===== config.mk =====
export PLATFORM = sky130hd
export DESIGN_NAME = jtframe_scan2x_ctrl
export DESIGN_NICKNAME = d
export VERILOG_FILES = /design/src/rtl/jtframe_scan2x_pkg.sv /design/src/rtl/jtframe_scan2x_hmeas.sv /design/src/rtl/jtframe_scan2x_ctrl.sv
export SDC_FILE = /design/constraint.sdc
export NUM_CORES = 1
export LEC_CHECK = 0
export CAP_MARGIN = 25
export CORE_MARGIN = 2
export CORE_UTILIZATION = 30
export DETAILED_ROUTE_END_ITERATION = 10
export PLACE_DENSITY = 0.53
export SYNTH_ARGS = -nofsm -noshare
export SYNTH_HDL_FRONTEND = slang
export SYNTH_HIERARCHICAL = 1
export SYNTH_SLANG_ARGS = --single-unit
export TNS_END_PERCENT = 1

===== constraint.sdc =====
create_clock -name clk -period 6.52 [get_ports clk]
set_clock_uncertainty 0.15 [all_clocks]
set_input_delay 0.652 -clock clk [delete_from_list [all_inputs] [get_ports clk]]
set_output_delay 0.652 -clock clk [all_outputs]
set_load 0.01 [all_outputs]

===== src/rtl/jtframe_scan2x_pkg.sv =====
// Shared types for the scan doubler controller: FSM states and scan-line mode encodings.
package jtframe_scan2x_pkg;

    typedef enum logic [1:0] {
        IDLE    = 2'd0,
        MEASURE = 2'd1,
        ARMED   = 2'd2,
        LOCKED  = 2'd3
    } scan_state_t;

    localparam logic [1:0] SL_NONE  = 2'd0;
    localparam logic [1:0] SL_DIM2  = 2'd1;
    localparam logic [1:0] SL_DIM4  = 2'd2;
    localparam logic [1:0] SL_BLANK = 2'd3;

endpackage


===== src/rtl/jtframe_scan2x_hmeas.sv =====
// Horizontal timing measurement: HS polarity detection, line length / HS width
// counters and the line-length tolerance compare against the current reference.
module jtframe_scan2x_hmeas #(
    parameter int CNTW = 10,
    parameter int TOL  = 2
) (
    input  logic            clk,
    input  logic            rst,
    input  logic            pxl_cen,
    input  logic            hs,
    input  logic [CNTW-1:0] ref_len,
    output logic            hs_norm,
    output logic            line_done,
    output logic [CNTW-1:0] cur_len,
    output logic [CNTW-1:0] cur_w,
    output logic            in_tol
);

    localparam logic [CNTW-1:0] MAXC = '1;

    logic            hs_prev, hsn_prev, hs_pol, hs_seen, line_seen;
    logic [CNTW-1:0] high_cnt, low_cnt, len_cnt, w_cnt;
    logic            hsn, hs_rise, hsn_rise;
    logic [CNTW:0]   diff;

    function automatic logic [CNTW-1:0] sat_inc(input logic [CNTW-1:0] x);
        return (x == MAXC) ? x : x + CNTW'(1);
    endfunction

    assign hsn      = hs_pol ? hs : ~hs;
    assign hs_rise  = hs & ~hs_prev;
    assign hsn_rise = hsn & ~hsn_prev;

    always_ff @(posedge clk) begin
        if (rst) begin
            hs_prev   <= 1'b0;
            hsn_prev  <= 1'b0;
            hs_pol    <= 1'b1;
            hs_seen   <= 1'b0;
            line_seen <= 1'b0;
            high_cnt  <= '0;
            low_cnt   <= '0;
            len_cnt   <= '0;
            w_cnt     <= '0;
            hs_norm   <= 1'b0;
        end else begin
            hs_norm <= hsn;
            if (pxl_cen) begin
                hs_prev  <= hs;
                hsn_prev <= hsn;
                // Polarity decided over a full raw HS period; the first period is partial.
                if (hs_rise) begin
                    hs_seen <= 1'b1;
                    if (hs_seen && (high_cnt < low_cnt))      hs_pol <= 1'b1;
                    else if (hs_seen && (high_cnt > low_cnt)) hs_pol <= 1'b0;
                    high_cnt <= CNTW'(1);
                    low_cnt  <= '0;
                end else if (hs) begin
                    high_cnt <= sat_inc(high_cnt);
                end else begin
                    low_cnt <= sat_inc(low_cnt);
                end
                if (hsn_rise) begin
                    line_seen <= 1'b1;
                    len_cnt   <= CNTW'(1);
                    w_cnt     <= CNTW'(1);
                end else begin
                    len_cnt <= sat_inc(len_cnt);
                    if (hsn) w_cnt <= sat_inc(w_cnt);
                end
            end
        end
    end

    assign line_done = pxl_cen & hsn_rise & line_seen;
    assign cur_len   = len_cnt;
    assign cur_w     = w_cnt;

    always_comb begin
        diff = '0;
        if (cur_len >= ref_len) diff = {1'b0, cur_len} - {1'b0, ref_len};
        else                    diff = {1'b0, ref_len} - {1'b0, cur_len};
    end

    assign in_tol = (len_cnt != MAXC) && (diff <= (CNTW+1)'(TOL));

endmodule


===== src/rtl/jtframe_scan2x_ctrl.sv =====
// Scan doubler sequencer: measures native timing, locks, enables the doubler and
// gates OSD settings to frame boundaries. Optional macro: JTFRAME_SCAN2X_CTRL_VCHK_EN.
//
// state   | meaning
// IDLE    | doubling not requested, bypass
// MEASURE | building a reference line length and counting stable lines
// ARMED   | timing stable, waiting for a VS rising edge to lock
// LOCKED  | doubler running, watching for lost timing
module jtframe_scan2x_ctrl
    import jtframe_scan2x_pkg::*;
#(
    parameter int CNTW       = 10,
    parameter int LOCK_LINES = 4,
    parameter int TOL        = 2,
    parameter int LOST_LINES = 2
) (
    input  logic            clk,
    input  logic            rst,
    input  logic            pxl_cen,
    input  logic            HS,
    input  logic            VS,
    input  logic            req_en,
    input  logic [1:0]      sl_mode_in,
    input  logic            blend_in,
    output logic            scan_en,
    output logic [1:0]      sl_mode,
    output logic            blend_en,
    output logic            hs_norm,
    output logic [CNTW-1:0] hlen,
    output logic [CNTW-1:0] hswidth,
    output logic            locked
);

    localparam logic [3:0] LOCK_IDX = 4'(LOCK_LINES - 1);
    localparam logic [3:0] LOST_IDX = 4'(LOST_LINES);

    scan_state_t     state, state_n;
    logic [CNTW-1:0] ref_len, ref_len_n, ref_w, ref_w_n, hlen_n, hswidth_n;
    logic [3:0]      stable_cnt, stable_n, bad_cnt, bad_n;
    logic            have_ref, have_ref_n, vs_prev, vs_rise, bad_evt;
    logic            scan_en_n, locked_n, blend_n;
    logic [1:0]      sl_mode_n;
    logic            line_done, in_tol, frame_ok;
    logic [CNTW-1:0] cur_len, cur_w;

    jtframe_scan2x_hmeas #(.CNTW(CNTW), .TOL(TOL)) u_hmeas (
        .clk       (clk),
        .rst       (rst),
        .pxl_cen   (pxl_cen),
        .hs        (HS),
        .ref_len   (ref_len),
        .hs_norm   (hs_norm),
        .line_done (line_done),
        .cur_len   (cur_len),
        .cur_w     (cur_w),
        .in_tol    (in_tol)
    );

    assign vs_rise = pxl_cen & VS & ~vs_prev;

`ifdef JTFRAME_SCAN2X_CTRL_VCHK_EN
    logic [CNTW-1:0] lpf_cnt, last_lpf, lpf_total;
    logic            have_last;

    assign lpf_total = lpf_cnt + CNTW'(line_done);
    assign frame_ok  = have_last && (lpf_total == last_lpf);

    always_ff @(posedge clk) begin
        if (rst) begin
            lpf_cnt   <= '0;
            last_lpf  <= '0;
            have_last <= 1'b0;
        end else if (vs_rise) begin
            last_lpf  <= lpf_total;
            have_last <= 1'b1;
            lpf_cnt   <= '0;
        end else if (line_done) begin
            lpf_cnt <= lpf_total;
        end
    end
`else
    assign frame_ok = 1'b1;
`endif

    always_ff @(posedge clk) begin
        if (rst) begin
            state      <= IDLE;
            ref_len    <= '0;
            ref_w      <= '0;
            have_ref   <= 1'b0;
            stable_cnt <= '0;
            bad_cnt    <= '0;
            vs_prev    <= 1'b0;
            scan_en    <= 1'b0;
            locked     <= 1'b0;
            hlen       <= '0;
            hswidth    <= '0;
            sl_mode    <= SL_NONE;
            blend_en   <= 1'b0;
        end else begin
            if (pxl_cen) vs_prev <= VS;
            state      <= state_n;
            ref_len    <= ref_len_n;
            ref_w      <= ref_w_n;
            have_ref   <= have_ref_n;
            stable_cnt <= stable_n;
            bad_cnt    <= bad_n;
            scan_en    <= scan_en_n;
            locked     <= locked_n;
            hlen       <= hlen_n;
            hswidth    <= hswidth_n;
            sl_mode    <= sl_mode_n;
            blend_en   <= blend_n;
        end
    end

    always_comb begin
        state_n    = state;
        ref_len_n  = ref_len;
        ref_w_n    = ref_w;
        have_ref_n = have_ref;
        stable_n   = stable_cnt;
        bad_n      = bad_cnt;
        scan_en_n  = scan_en;
        locked_n   = locked;
        hlen_n     = hlen;
        hswidth_n  = hswidth;
        sl_mode_n  = sl_mode;
        blend_n    = blend_en;
        bad_evt    = 1'b0;
        if (!req_en) begin
            state_n    = IDLE;
            scan_en_n  = 1'b0;
            locked_n   = 1'b0;
            sl_mode_n  = SL_NONE;
            blend_n    = 1'b0;
            have_ref_n = 1'b0;
            stable_n   = '0;
            bad_n      = '0;
        end else begin
            // Line result is applied first; the VS action below sees the updated state.
            case (state)
                IDLE: begin
                    state_n    = MEASURE;
                    have_ref_n = 1'b0;
                    stable_n   = '0;
                end
                MEASURE, ARMED: if (line_done) begin
                    if (!have_ref || !in_tol) begin
                        ref_len_n  = cur_len;
                        ref_w_n    = cur_w;
                        have_ref_n = 1'b1;
                        stable_n   = '0;
                        state_n    = MEASURE;
                    end else if (stable_cnt != 4'hF) begin
                        stable_n = stable_cnt + 4'd1;
                    end
                    if (stable_n == LOCK_IDX) state_n = ARMED;
                end
                LOCKED: if (line_done) begin
                    if (in_tol) bad_n = '0;
                    else        bad_evt = 1'b1;
                end
                default: state_n = IDLE;
            endcase
            if (vs_rise && (state_n == ARMED) && frame_ok) begin
                state_n   = LOCKED;
                hlen_n    = ref_len_n - CNTW'(1);
                hswidth_n = ref_w_n;
                locked_n  = 1'b1;
                scan_en_n = 1'b1;
                sl_mode_n = sl_mode_in;
                blend_n   = blend_in;
                bad_n     = '0;
            end else if (vs_rise && (state_n == LOCKED)) begin
                sl_mode_n = sl_mode_in;
                blend_n   = blend_in;
                if (!frame_ok) bad_evt = 1'b1;
            end
            if (bad_evt) begin
                if (bad_n != 4'hF) bad_n = bad_n + 4'd1;
                if (bad_n >= LOST_IDX) begin
                    state_n    = MEASURE;
                    locked_n   = 1'b0;
                    scan_en_n  = 1'b0;
                    sl_mode_n  = SL_NONE;
                    blend_n    = 1'b0;
                    have_ref_n = 1'b0;
                    stable_n   = '0;
                    bad_n      = '0;
                end
            end
        end
    end

endmodule

* Word level (Yosys, flattened, before mapping)
Cells that the tools add are included.
** Cells by class
- $lt $le $gt $ge :: 5
- Equality and inequality tests :: 18
- Mux-type cells :: 72
- Bitwise gates (word level) :: 11
- Add/sub/neg operators :: 9
- Reduce and logical (&&, ||, !) cells :: 22
** Operators by type and width (number)
- two-way mux 10 bit :: 18
- two-way mux 4 bit :: 18
- adder 10 x 1 -> 10 bit (second input constant) :: 4
- equality test 10 bit (second input constant) :: 4
- two-way mux 2 bit :: 11
- subtractor 10 x 10 -> 11 bit :: 2
- two-way mux 1 bit :: 21
- AND reduction 3 bit :: 4
- <= comparator 11 x 2 -> 1 bit (second input constant) :: 1
- two-way mux 11 bit :: 1
- greater-or-equal comparator 10 bit :: 1
- greater-than comparator 10 bit :: 1
- < comparator 10 bit :: 1
- inequality test 10 bit (second input constant) :: 1
- inequality test 2 x 1 -> 1 bit (second input constant) :: 5
- subtractor 10 x 1 -> 10 bit (second input constant) :: 1
- adder 4 x 1 -> 4 bit (second input constant) :: 2
- equality test 2 bit (second input constant) :: 4
- inequality test 4 bit (second input constant) :: 2
- case mux 4 bit (2 select lines) :: 1
- AND reduction 2 bit :: 4
- AND 1 bit :: 6
- nonzero test 2 bit :: 3
- logical AND 1 bit :: 5
- other kinds (10) :: 16
** Word-level totals
- Register bits after elaboration :: 103
- Bits of input ports :: 9

* Logic depth before layout (Yosys ltp)
- Word-level depth :: 26
- Depth in mapped cells :: 24
- Depth with buffers taken out :: 22

* Modules after synthesis
Netlist, hierarchy kept.
** Modules (own cells, without submodules)
- jtframe_scan2x_hmeas :: times used 1, cells an instance 412, area each 3348.2 um^2
- jtframe_scan2x_ctrl :: times used 1, cells an instance 363, area each 3101.7 um^2

* Worst setup path after synthesis
Ideal clock, no wire load.
- Kind :: register to register
- Start point :: reg u_hmeas.len_cnt[0], in the netlist u_hmeas/cur_len[0]
- End point :: reg stable_cnt[1]
- Stages on the path, launching flop included :: 23
- Setup time :: 73 ps
- Arrival :: 4614 ps
- Setup slack :: 1683 ps
- Data required time :: 6297 ps
- Period minus slack after synthesis :: 4837 ps
- Path through :: dfxtp_1 ha_1 inv_1 fa_1 a21oi_1 o21ai_0 a21o_1 or2_2 a2111oi_4 nor2b_1 nor4_2 buf_2 nand4b_1 a311oi_1 o21ai_0 and3_1 ha_1 nor2_1 nand4_1 a211oi_1 o41ai_2 buf_6 nor3_2
** On the way
- Cells in the longest elaborated chain, start to end :: 26
** RTL lines
- start: declaration :: RTL line jtframe_scan2x_hmeas.sv:22 : logic [CNTW-1:0] high_cnt, low_cnt, len_cnt, w_cnt;
- start signal: assignment :: RTL line jtframe_scan2x_hmeas.sv:68 : len_cnt <= sat_inc(len_cnt);
- subtractor 10 x 10 -> 11 bit (tied with other cells) :: RTL line jtframe_scan2x_hmeas.sv:82 : else diff = {1'b0, ref_len} - {1'b0, cur_len};
- two-way mux 11 bit :: RTL line jtframe_scan2x_hmeas.sv:81 : if (cur_len >= ref_len) diff = {1'b0, cur_len} - {1'b0, ref_len};
- <= comparator 11 x 2 -> 1 bit :: RTL line jtframe_scan2x_hmeas.sv:85 : assign in_tol = (len_cnt != MAXC) && (diff <= (CNTW+1)'(TOL));
- logical AND 1 bit (*) :: RTL line jtframe_scan2x_hmeas.sv:85
- net in_tol :: RTL line jtframe_scan2x_ctrl.sv:43 : logic line_done, in_tol, frame_ok;
- zero test 1 bit :: RTL line jtframe_scan2x_ctrl.sv:149 : if (!have_ref || !in_tol) begin
- logical OR 1 bit :: RTL line jtframe_scan2x_ctrl.sv:149
- two-way mux 4 bit :: RTL line jtframe_scan2x_ctrl.sv:149
- [11 not listed]
- two-way mux 4 bit :: RTL line jtframe_scan2x_ctrl.sv:131 : if (!req_en) begin
- adder 4 x 1 -> 4 bit / inequality test 4 bit (equally long branches) :: RTL line jtframe_scan2x_ctrl.sv:181 : if (bad_n != 4'hF) bad_n = bad_n + 4'd1;
- two-way mux 4 bit :: RTL line jtframe_scan2x_ctrl.sv:181
- two-way mux 4 bit :: RTL line jtframe_scan2x_ctrl.sv:180 : if (bad_evt) begin
- two-way mux 4 bit :: RTL line jtframe_scan2x_ctrl.sv:131
- greater-or-equal comparator 4 x 2 -> 1 bit :: RTL line jtframe_scan2x_ctrl.sv:182 : if (bad_n >= LOST_IDX) begin
- two-way mux 4 bit :: RTL line jtframe_scan2x_ctrl.sv:182
- two-way mux 4 bit (*) :: RTL line jtframe_scan2x_ctrl.sv:180
- end signal: assignment :: RTL line jtframe_scan2x_ctrl.sv:106 : stable_cnt <= stable_n;
- end: declaration :: RTL line jtframe_scan2x_ctrl.sv:39 : logic [3:0] stable_cnt, stable_n, bad_cnt, bad_n;
The timed path passes the listed nets; every way through them passes the cells marked *. The select of a mux whose other input is x is not followed.
A chain may end at the register's enable or synchronous reset.

* Worst setup path after layout
- Start point :: reg u_hmeas.len_cnt[0], in the netlist u_hmeas/cur_len[0]
- End point :: reg sl_mode[1]
** On the way
- Cells in the longest elaborated chain, start to end :: 26
** RTL lines
- subtractor 10 x 10 -> 11 bit (tied with other cells) :: RTL line jtframe_scan2x_hmeas.sv:82
- two-way mux 11 bit :: RTL line jtframe_scan2x_hmeas.sv:81
- <= comparator 11 x 2 -> 1 bit :: RTL line jtframe_scan2x_hmeas.sv:85
- logical AND 1 bit (*) :: RTL line jtframe_scan2x_hmeas.sv:85
- net in_tol :: RTL line jtframe_scan2x_ctrl.sv:43
- zero test 1 bit :: RTL line jtframe_scan2x_ctrl.sv:149
- logical OR 1 bit :: RTL line jtframe_scan2x_ctrl.sv:149
- two-way mux 4 bit :: RTL line jtframe_scan2x_ctrl.sv:149
- [11 not listed]
- two-way mux 4 bit :: RTL line jtframe_scan2x_ctrl.sv:131
- adder 4 x 1 -> 4 bit / inequality test 4 bit (equally long branches) :: RTL line jtframe_scan2x_ctrl.sv:181
- two-way mux 4 bit :: RTL line jtframe_scan2x_ctrl.sv:181
- two-way mux 4 bit :: RTL line jtframe_scan2x_ctrl.sv:180
- two-way mux 4 bit :: RTL line jtframe_scan2x_ctrl.sv:131
- greater-or-equal comparator 4 x 2 -> 1 bit :: RTL line jtframe_scan2x_ctrl.sv:182
- two-way mux 2 bit :: RTL line jtframe_scan2x_ctrl.sv:182
- two-way mux 2 bit (*) :: RTL line jtframe_scan2x_ctrl.sv:180
- end signal: assignment :: RTL line jtframe_scan2x_ctrl.sv:112 : sl_mode <= sl_mode_n;
- end: declaration :: RTL line jtframe_scan2x_ctrl.sv:26 : output logic [1:0] sl_mode,
Marks and branches as above.

==> results.md <==
- Later-pin clock latency in the skew report: 360 ps
- Placed cells: 1051
- CP arrival: 5910 ps
- Area delta synth->final: 13.3%
- Row count: 53
- Utilization after layout: 34.7%
- DRC Markers: 0
- Mapped Avg Cell Area: 8.32 um2
- CP Cell Sequence: ha_1, inv_1, fa_1, a21oi_1, o21ai_0, a2111oi_0, nor3_1, xnor2_1, a32oi_1, nor4_2, buf_4, a221oi_1, nor2_1, a311oi_1, o21ai_0, and3_1, ha_1, nor2_1, nand4_1, a211oi_1, o41ai_2, buf_4, a21oi_1
- Port bufs: 34
- Crit Path Class: flip-flop to flip-flop
- Largest family of logic cells by synthesized area: compound AO/OA/AOI/OAI gates
- Post-CTS Resized: 0
- Die area: 0.0227 mm2
- CP max stage delay: 590 ps
- CTS Hold Bufs: 0
- Final WS setup: 704 ps
- Root Buffer: clkbuf_16
- Biggest area consumer among synthesized cells: dfxtp_1
- Crit path buffers/inverters: 3
- DP HPWL: 11700 um
- Final setup vio count: 0
- Pwr Density: 195 mW/mm2
- Syn Nets: 826
- Clk sink count: 103
- Mux contribution to synthesized area: 4.38%
- Final std cells w/o fill: 1067
- Hold WS: 307 ps
- Ports: 35
- Async set or reset register ratio after synthesis: 0%
- Die height: 151 um
- Yosys cell types: 75
- Post-synthesis compound-gate area fraction: 22.6%
- Fin Setup TNS: 0 ps
- Post-Synthesis Cells: 775
- Leakage: 2.46 nW
- Adder-cell area share of the yosys netlist: 8.38%
- Max Cap Viol: 0
- Main synth FF type: dfxtp_1
- First drt pass iteration count: 5
- Post-synth EDFFs: 0
- Clock slew at reported path FFs: 90 ps
- Final critical-path required period: 5820 ps
- Core area: 0.0211 mm2
- Synth Area in Simple Gates: 21.4%
- Tcrit/Tclk final: 89.2%
- Area share of the largest cell type after synthesis: 32.0%
- Fmax: 172 MHz
- Fillcell total: 2284
- Yosys warnings: 6
- Most common cell in the netlist: dfxtp_1
- XOR/XNOR Fraction of Synth Area: 5.70%
- Worst EP required: 6620 ps
- Unrepaired setup endpoints after global routing: false
- Die X-Extent: 151 um
- Diode count: 0
- Reg area: 0.00206 mm2
- Total grt overflow: 0
- Antenna violations before repair: 0
- Initial Util: 30.6%
- Clock H-tree levels: 3
- Total Power: 1.43 mW
- Area of the multi-input gates: 0.00403 mm2
- First-pass GRT wire length: 26800 um
- Critical-path top delay cell: o41ai_2
- Nets: 838
- Fin. Hold Viols: 0
- Placed instance area: 0.00700 mm2
- Outcome: finished clean
- Largest net degree at the start of global routing: 59
- Crit path max-delay family: compound AO/OA/AOI/OAI gates
- IR drop worst, VDD: 0.129 mV
- Number of routed nets with antenna violations: 0
- Cts bufs inserted: 9
- Proportion of layout cells with a drive suffix above 1: 6.57%
- Post-synthesis cell area: 0.00645 mm2
- Dpl ws: 739 ps
- Via count: 5613
- Vias per cell: 5.26
- Critical Path Sink Type: flip-flop
- #FFs+latches synth: 103
- WL per Instance: 14.9 um
- # Post-CTS Setup Buffers: 0
- Critical path launch point type: flip-flop
- Post-synth top cells: 103 x dfxtp_1, 82 x nor2_1, 54 x a21oi_1
- HP Class: flip-flop to flip-flop
- Max Fanout on Critical Path: 10
- Tot GR Track Use: 14.5%
- Area contributors post-synth: dfxtp_1 32%, ha_1 7.8%, nor2_1 4.8%
- Largest buffer count on any clock path: 2
- Slew margin rel.: 34.0%
- Initial DRC Count: 321
- Sequential share of the synthesized area: 32.0%
- Worst slew pin tran: 988 ps
- CTS tree: built
- Vias in the first global route: 5205
- Design Area, Final: 0.00731 mm2
- Final Slew Violations: 0
- Routed WL: 15900 um
- GP Congestion: 0.829
## registers in the layout, summed over array words and instances (netlist names), 2 cells and up
register and flops:
hlen 10, stable_cnt 4, state 2, ref_len 10, hswidth 10, u_hmeas/high_cnt 10
sl_mode 2, u_hmeas/cur_len 10, ref_w 10, u_hmeas/cur_w 10, u_hmeas/low_cnt 10, bad_cnt 4
## layout by cell type, fill, tap and decap left out, types with 12 or more instances in the layout
| cell type | n |
|---|---|
| dfxtp_1 | 103 |
| nor2_1 | 82 |
| a21oi_1 | 54 |
| inv_1 | 42 |
| nand2_1 | 42 |
| ha_1 | 40 |
| nand3_1 | 35 |
| clkdlybuf4s50_1 | 33 |
| a211oi_1 | 27 |
| xnor2_1 | 27 |
| mux2i_1 | 26 |
| o21ai_0 | 25 |
| nand4_1 | 20 |
| nor3_1 | 17 |
| a31oi_1 | 17 |
| xor2_1 | 15 |
| o31ai_1 | 13 |
| nor2b_1 | 12 |
## final timing paths
kind                                   start                    end  slack, ps  depth (start not counted)
max          u_hmeas/cur_len[0]$_SDFFE_PP0P_  sl_mode[1]$_SDFF_PP0_        700                         23
min                    ref_w[5]$_SDFFE_PP0P_  ref_w[5]$_SDFFE_PP0P_        310                          2
max reg2reg  u_hmeas/cur_len[0]$_SDFFE_PP0P_  sl_mode[1]$_SDFF_PP0_        700                         23
min reg2reg            ref_w[5]$_SDFFE_PP0P_  ref_w[5]$_SDFFE_PP0P_        310                          2
## cell type report
| class | instances | area share [%] |
|---|---|---|
| repair buffers | 43 | 5.51 |
| clock inverters | 7 | 1.18 |
| multi-input cells | 588 | 55.2 |
| well taps | 275 | 4.71 |
| clock buffers | 9 | 3.08 |
| inverters | 42 | 2.16 |
| flip-flops and latches | 103 | 28.2 |
## logic make-up after synthesis
logic type,count (synthesis)
AND/OR/NAND/NOR,268
AO/OA/AOI/OAI,208
flip-flops,103
buffers and inverters,84
XOR/XNOR,42
adder cells (fa/ha/maj),42
multiplexers,28
## power by group
| group | internal (mW) | switching, mW |
|---|---|---|
| logic | 0.0836 | 0.124 |
| registers | 0.638 | 0.0134 |
| clock network | 0.280 | 0.289 |
## routing by layer
metal  vias to the layer above  GRT usage, %  wire (um)
met3                        13          2.64        460
li1                       2860             -          -
met1                      2659          20.4       7820
met4                         0          3.55        148
met5                         -             0          0
met2                        81          23.1       7490
## worst min-delay path, cell delays in order, from the launching register on
cell     delay [ps]
dfxtp_1         320
nand2_1          50
a21oi_1          50
Power figures use the tool's default switching activity.
